`src/rtl/seg_scan_ctrl.sv`:
```
// -----------------------------------------------------------------------------
// seg_scan_ctrl
//   Time-multiplexed scan controller for a common-anode 7-segment bank.
//   Digits are lit one at a time on a shared segment bus. Each digit is
//   preceded by a blanking gap with every anode off, which avoids ghosting.
//   The displayed value is double-buffered: loads land in a pending buffer
//   and only reach the display registers at a frame boundary, so a frame
//   never shows a mix of old and new digits.
//
// Ports
//   clk50m      in   system clock
//   rst         in   synchronous reset, active-high
//   load        in   1-cycle strobe, captures data_in/dp_in as pending value
//   data_in     in   [4*NUM_DIGITS] hex nibbles, [3:0] = digit 0 (rightmost)
//   dp_in       in   [NUM_DIGITS] decimal points, 1 = lit
//   lzb_en      in   leading-zero blanking enable (level)
//   seg_n       out  [7] segments {g,f,e,d,c,b,a}, active-low
//   dp_n        out  decimal point, active-low
//   an_n        out  [NUM_DIGITS] anodes, active-low, at most one low
//   frame_done  out  1-cycle pulse in the output cycle of the frame boundary
// -----------------------------------------------------------------------------
module seg_scan_ctrl #(
  parameter int NUM_DIGITS   = 4,
  parameter int PRESCALE     = 50000,
  parameter int BLANK_CYCLES = 500
) (
  input  logic                    clk50m,
  input  logic                    rst,
  input  logic                    load,
  input  logic [4*NUM_DIGITS-1:0] data_in,
  input  logic [NUM_DIGITS-1:0]   dp_in,
  input  logic                    lzb_en,
  output logic [6:0]              seg_n,
  output logic                    dp_n,
  output logic [NUM_DIGITS-1:0]   an_n,
  output logic                    frame_done
);

  localparam int TMAX = (PRESCALE > BLANK_CYCLES) ? PRESCALE : BLANK_CYCLES;
  localparam int TW   = $clog2(TMAX);
  localparam int IW   = (NUM_DIGITS > 1) ? $clog2(NUM_DIGITS) : 1;

  localparam logic [TW-1:0] SHOW_LAST  = TW'(PRESCALE - 1);
  localparam logic [TW-1:0] BLANK_LAST = TW'(BLANK_CYCLES - 1);
  localparam logic [IW-1:0] IDX_LAST   = IW'(NUM_DIGITS - 1);

  typedef enum logic {
    ST_BLANK = 1'b0,
    ST_SHOW  = 1'b1
  } state_e;

  // Scan sequencer
  state_e        state_q, state_d;
  logic [TW-1:0] tmr_q, tmr_d;
  logic [IW-1:0] idx_q, idx_d;
  logic          boundary;

  // Double buffer
  logic [NUM_DIGITS-1:0][3:0] disp_q, disp_d;
  logic [NUM_DIGITS-1:0][3:0] pend_q, pend_d;
  logic [NUM_DIGITS-1:0]      dpd_q, dpd_d;
  logic [NUM_DIGITS-1:0]      dpp_q, dpp_d;
  logic                       pend_vld_q, pend_vld_d;

  // Registered outputs
  logic [6:0]            seg_n_q, seg_n_d;
  logic                  dp_n_q, dp_n_d;
  logic [NUM_DIGITS-1:0] an_n_q, an_n_d;
  logic                  fd_q, fd_d;

  // Leading-zero blank flag per digit
  logic [NUM_DIGITS-1:0] lz_blank;
  logic [6:0]            seg_act;

  function automatic logic [6:0] hex7(input logic [3:0] v);
    case (v)
      4'h0:    hex7 = 7'h3F;
      4'h1:    hex7 = 7'h06;
      4'h2:    hex7 = 7'h5B;
      4'h3:    hex7 = 7'h4F;
      4'h4:    hex7 = 7'h66;
      4'h5:    hex7 = 7'h6D;
      4'h6:    hex7 = 7'h7D;
      4'h7:    hex7 = 7'h07;
      4'h8:    hex7 = 7'h7F;
      4'h9:    hex7 = 7'h6F;
      4'hA:    hex7 = 7'h77;
      4'hB:    hex7 = 7'h7C;
      4'hC:    hex7 = 7'h39;
      4'hD:    hex7 = 7'h5E;
      4'hE:    hex7 = 7'h79;
      default: hex7 = 7'h71;
    endcase
  endfunction

  // ---------------------------------------------------------------------------
  // Sequencer next state. The timer restarts on every state change; the
  // SHOW->BLANK transition of the last digit is the frame boundary.
  // ---------------------------------------------------------------------------
  always_comb begin
    state_d  = state_q;
    tmr_d    = tmr_q + TW'(1);
    idx_d    = idx_q;
    boundary = 1'b0;
    case (state_q)
      ST_BLANK: begin
        if (tmr_q == BLANK_LAST) begin
          state_d = ST_SHOW;
          tmr_d   = '0;
        end
      end
      ST_SHOW: begin
        if (tmr_q == SHOW_LAST) begin
          state_d = ST_BLANK;
          tmr_d   = '0;
          if (idx_q == IDX_LAST) begin
            idx_d    = '0;
            boundary = 1'b1;
          end else begin
            idx_d = idx_q + IW'(1);
          end
        end
      end
      default: begin
        state_d = ST_BLANK;
        tmr_d   = '0;
      end
    endcase
  end

  // ---------------------------------------------------------------------------
  // Double buffer. A load on the boundary cycle bypasses the pending buffer
  // so it is visible in the very next frame and leaves nothing pending.
  // ---------------------------------------------------------------------------
  always_comb begin
    disp_d     = disp_q;
    dpd_d      = dpd_q;
    pend_d     = pend_q;
    dpp_d      = dpp_q;
    pend_vld_d = pend_vld_q;
    if (load) begin
      pend_d     = data_in;
      dpp_d      = dp_in;
      pend_vld_d = 1'b1;
    end
    if (boundary) begin
      if (load) begin
        disp_d = data_in;
        dpd_d  = dp_in;
      end else if (pend_vld_q) begin
        disp_d = pend_q;
        dpd_d  = dpp_q;
      end
      pend_vld_d = 1'b0;
    end
  end

  // ---------------------------------------------------------------------------
  // Leading-zero detection: digit i>0 blanks when it and every more
  // significant nibble are zero. Digit 0 always shows.
  // ---------------------------------------------------------------------------
  always_comb begin
    logic seen_nz;
    seen_nz  = 1'b0;
    lz_blank = '0;
    for (int i = NUM_DIGITS - 1; i >= 1; i--) begin
      seen_nz     = seen_nz | (|disp_q[i]);
      lz_blank[i] = ~seen_nz;
    end
  end

  assign seg_act = hex7(disp_q[idx_q]);

  // ---------------------------------------------------------------------------
  // Output decode from the current sequencer state; registered below so pins
  // change only on clock edges and lag the state by one cycle.
  // ---------------------------------------------------------------------------
  always_comb begin
    an_n_d  = '1;
    seg_n_d = 7'h7F;
    dp_n_d  = 1'b1;
    fd_d    = boundary;
    if (state_q == ST_SHOW) begin
      an_n_d[idx_q] = 1'b0;
      // A blanked digit keeps its anode slot so brightness stays uniform.
      if (!(lzb_en && lz_blank[idx_q])) begin
        seg_n_d = ~seg_act;
        dp_n_d  = ~dpd_q[idx_q];
      end
    end
  end

  always_ff @(posedge clk50m) begin
    if (rst) begin
      state_q    <= ST_BLANK;
      tmr_q      <= '0;
      idx_q      <= '0;
      disp_q     <= '0;
      pend_q     <= '0;
      dpd_q      <= '0;
      dpp_q      <= '0;
      pend_vld_q <= 1'b0;
      an_n_q     <= '1;
      seg_n_q    <= 7'h7F;
      dp_n_q     <= 1'b1;
      fd_q       <= 1'b0;
    end else begin
      state_q    <= state_d;
      tmr_q      <= tmr_d;
      idx_q      <= idx_d;
      disp_q     <= disp_d;
      pend_q     <= pend_d;
      dpd_q      <= dpd_d;
      dpp_q      <= dpp_d;
      pend_vld_q <= pend_vld_d;
      an_n_q     <= an_n_d;
      seg_n_q    <= seg_n_d;
      dp_n_q     <= dp_n_d;
      fd_q       <= fd_d;
    end
  end

  assign seg_n      = seg_n_q;
  assign dp_n       = dp_n_q;
  assign an_n       = an_n_q;
  assign frame_done = fd_q;

endmodule

```
`config.mk`:
```
export PLATFORM = sky130hd
export DESIGN_NAME = seg_scan_ctrl
export DESIGN_NICKNAME = d
export VERILOG_FILES = /design/src/rtl/seg_scan_ctrl.sv
export SDC_FILE = /design/constraint.sdc
export NUM_CORES = 1
export LEC_CHECK = 0
export BUFFER_PORTS_ARGS = -buffer_cell sky130_fd_sc_hd__buf_2
export CORE_MARGIN = 4
export CORE_UTILIZATION = 42
export CTS_BUF_LIST = sky130_fd_sc_hd__clkbuf_4 sky130_fd_sc_hd__clkbuf_8 sky130_fd_sc_hd__clkbuf_16
export DETAILED_ROUTE_END_ITERATION = 8
export PLACE_DENSITY = 0.65
export SLEW_MARGIN = 20
export SYNTH_ARGS = -nofsm -noshare
export SYNTH_HDL_FRONTEND = slang
export SYNTH_SLANG_ARGS = --single-unit
export TNS_END_PERCENT = 10
```
`constraint.sdc`:
```
create_clock -name clk50m -period 2.9 [get_ports clk50m]
set_input_delay 0.58 -clock clk50m [delete_from_list [all_inputs] [get_ports clk50m]]
set_output_delay 0.58 -clock clk50m [all_outputs]
set_load 0.01 [all_outputs]
```
==> results.sh <==
export IMPL_status="complete, no violations"
export IMPL_htreeDepth=3
export IMPL_cp_start_kind="register"
export IMPL_firstDrtPassIters=4
export IMPL_dr_first_iter_drc_count=86
export IMPL_drt_total_wl_mm=5.83
export IMPL_fin_nets=375
export IMPL_cts_buffer_depth=2
export IMPL_grt_overflow_total=0
export IMPL_arrival_ns=2.60
export IMPL_cpMaxStageDelayCell="dfxtp_1"
export IMPL_synth_area_mm2=0.00321
export IMPL_critPathMaxStageDelay_ns=0.65
export IMPL_cts_clk_slew_worst_paths_ns=0.07
export IMPL_ys_seq_elements=73
export IMPL_dp_hpwl_mm=4.10
export IMPL_ys_async_sr_fraction_pct=0
export IMPL_hold_class="reg2reg"
export IMPL_synthMuxAreaShare_pct=20.1
export IMPL_grt_start_max_net_pins=48
export IMPL_antenna_found_initial=0
export IMPL_synth_top_area_share_pct=45.6
export IMPL_synth_warnings=0
export IMPL_worstPathCellList="mux4_2 > inv_1 > ha_1 > inv_1 > mux4_2 > nand2b_1"
export IMPL_hold_start="tmr_q[0]$_SDFF_PP0_"
export IMPL_die_h_um=95.4
export IMPL_hold_path_end="tmr_q[0]$_SDFF_PP0_"
export IMPL_start_util_pct=43.7
export IMPL_cts_buffers=9
export IMPL_yosysTopAreaCell="dfxtp_1"
export IMPL_synth_avg_cell_area_um2=10.6
export IMPL_viasPerCell=4.84
export IMPL_finalCritPeriodShare_pct=82.1
export IMPL_fin_crit_ns=2.38
export IMPL_rr_endpoint="seg_n[3]$_SDFF_PP1_"
export IMPL_irDropWorstVdd_v=0.000222
export IMPL_synthToLayoutAreaGrowth_pct=14.4
export IMPL_setup_viol=0
export IMPL_cap_violations=0
export IMPL_cp_data_required_time_ns=3.12
export IMPL_ioPinCount=37
export IMPL_setup_worst_path_end_class="register"
export IMPL_synth_edff_count=0
export IMPL_synth_common_cells="73 x dfxtp_1, 47 x nor2_1, 21 x mux2i_1"
export IMPL_drc_errors=0
export IMPL_power_density_mw_per_mm2=517
export IMPL_final_max_slew_viol_count=0
export IMPL_pwr_share_clk_pct=41.5
export IMPL_yosysUniqueCellTypes=39
export IMPL_utilization_pct=50.0
export IMPL_p_sw_share_pct=21.6
export IMPL_clock_skew_final_ns=0.0103
export IMPL_vias=2148
export IMPL_seq_power_share_pct=54.4
export IMPL_worst_pin_slew_ns=0.853
export IMPL_n_antenna_cell=0
export IMPL_synthCells=303
export IMPL_cts_root_buf="clkbuf_8"
export IMPL_synth_xor_xnor_area_share_pct=3.83
export IMPL_place_congestion=0.884
export IMPL_rsz0062_at_grt="false"
export IMPL_ys_top_cells_by_area="dfxtp_1 46%, mux2_4 9.4%, mux2i_1 6.6%"
export IMPL_holdPathStages=1
export IMPL_dpl_instance_area_mm2=0.00347
export IMPL_crit_type="reg2reg"
export IMPL_drive_gt1_share_pct=25.5
export IMPL_synth_top_flop_cell="dfxtp_1"
export IMPL_leakagePower_nw=1.51
export IMPL_clkSinkCount=73
export IMPL_grt_pass1_wl_mm=9.89
export IMPL_max_freq_mhz=420
export IMPL_internal_power_mw=1.48
export IMPL_fillers=677
export IMPL_multi_input_area_mm2=0.00165
export IMPL_reg2regPathDepth=6
export IMPL_synthSimpleGateAreaFrac_pct=19.9
export IMPL_final_cell_area_mm2=0.00367
export IMPL_synth_seq_area_share_pct=45.6
export IMPL_synth_nets=338
export IMPL_r2r_start="idx_q[0]$_SDFFE_PP0P_"
export IMPL_hold_violations=0
export IMPL_total_power_mw=1.89
export IMPL_p_sw_mw=0.410
export IMPL_ff2ff_setup_slack_ns=0.52
export IMPL_register_area_mm2=0.00146
export IMPL_num_rows=31
export IMPL_maxSlewHeadroom_pct=43.2
export IMPL_synth_most_common_cell="dfxtp_1"
export IMPL_core_mm2=0.00733
export IMPL_synth_fa_ha_area_share_pct=4.29
export IMPL_cts_hold_buffers=0
export IMPL_first_global_vias=2108
export IMPL_wl_per_cell_um=13.1
export IMPL_dieWidth_um=95.4
export IMPL_comb_power_share_pct=4.1
export IMPL_clock_latency_ns=0.34
export IMPL_critPathMaxFanout=12
export IMPL_track_usage_pct=14.0
export IMPL_cts_tree="yes"
export IMPL_cts_setup_buffers=0
export IMPL_setup_tns_ns=0
export IMPL_ctsResizeCount=0
export IMPL_drtAntennaViolNets=0
export IMPL_synth_top_family_by_area="multiplexers"
export IMPL_portBuffers=36
export IMPL_synth_compound_area_share_pct=3.28
export IMPL_die_area_mm2=0.00909
==> worst max path at each step <==
stage,startpoint,endpoint,cells after the start
detailed placement,idx_q[0]$_SDFFE_PP0P_,seg_n[3]$_SDFF_PP1_,6
global placement,idx_q[0]$_SDFFE_PP0P_,seg_n[3]$_SDFF_PP1_,6
finish,idx_q[0]$_SDFFE_PP0P_,seg_n[3]$_SDFF_PP1_,6
global route,idx_q[0]$_SDFFE_PP0P_,seg_n[3]$_SDFF_PP1_,6
floorplan,idx_q[0]$_SDFFE_PP0P_,seg_n[3]$_SDFF_PP1_,7
CTS,idx_q[0]$_SDFFE_PP0P_,seg_n[3]$_SDFF_PP1_,6
==> final cells by class <==
cell class / instances / area share (%)
Clock inverter: 5 / 1.50
Multi-Input combinational cell: 209 / 44.9
Inverter: 8 / 0.819
Clock buffer: 11 / 3.96
Sequential cell: 73 / 39.9
Timing Repair Buffer: 39 / 5.53
Tap cell: 99 / 3.38
==> layer usage <==
metal	up-vias	GRT usage, %	part of all wire, %
li1	1108	-	-
met1	999	19.3	50
met2	31	20.6	44
met3	10	3.39	4.6
met4	0	6.49	1.7
met5	-	0	0
==> cell usage in the layout (no fill, tap or decap), drive strengths merged, types with 4 or more instances in the layout <==
master	instances
mux4	6
buf	39
ha	11
and3	5
nor2b	20
nor2	47
clkbuf	11
inv	8
dfxtp	73
mux2	20
nand3	11
nor4	4
a21oi	6
xnor2	7
xor2	7
nand2	15
mux2i	21
or4	4
==> kinds of logic (layout without fill, tap and decap cells) <==
kind of cell	count (synthesis)	in the layout
adder cells (fa/ha/maj)	11	11
buffers and inverters	21	63
flip-flops	73	73
multiplexers	47	47
XOR/XNOR	14	14
AND/OR/NAND/NOR	121	121
AO/OA/AOI/OAI	16	16
==> flip-flops by register name (all words and copies together) (netlist names) <==
register    cells
an_n            4
disp_q         16
dp_n            1
dpp_q           4
frame_done      1
seg_n           7
state_q         1
idx_q           2
pend_q         16
pend_vld_q      1
tmr_q          16
dpd_q           4
==> per-stage QoR <==
| stage | hold WS (ns) | setup WS, ns | instances |
|---|---|---|---|
| floorplan | 0.417 | 0.733 | 303 |
| global placement | 0.429 | 0.615 | 428 |
| detailed placement | 0.442 | 0.524 | 428 |
| CTS | 0.458 | 0.501 | 444 |
| global route | 0.476 | 0.364 | 444 |
| finish | 0.456 | 0.520 | 444 |
==> critical path: cells and delay by family, from the launching register on <==
family                     cells  cell delay [ns]
buffers and inverters          2             0.20
muxes                          2             1.09
adders and majority gates      1             0.18
DFF                            1             0.65
and+or+nand+nor                1             0.15
==> power by group through the flow <==
| stage | registers [mW] | clock network, mW | logic (mW) |
|---|---|---|---|
| after floorplan | 1.05 | 0 | 0.0533 |
| after global placement | 1.05 | 0 | 0.0772 |
| after detailed placement | 1.05 | 0 | 0.0786 |
| after CTS | 1.03 | 0.814 | 0.0792 |
| after global routing | 1.03 | 0.851 | 0.0879 |
| final | 1.03 | 0.786 | 0.0774 |
(Power assumes the default switching activity.)
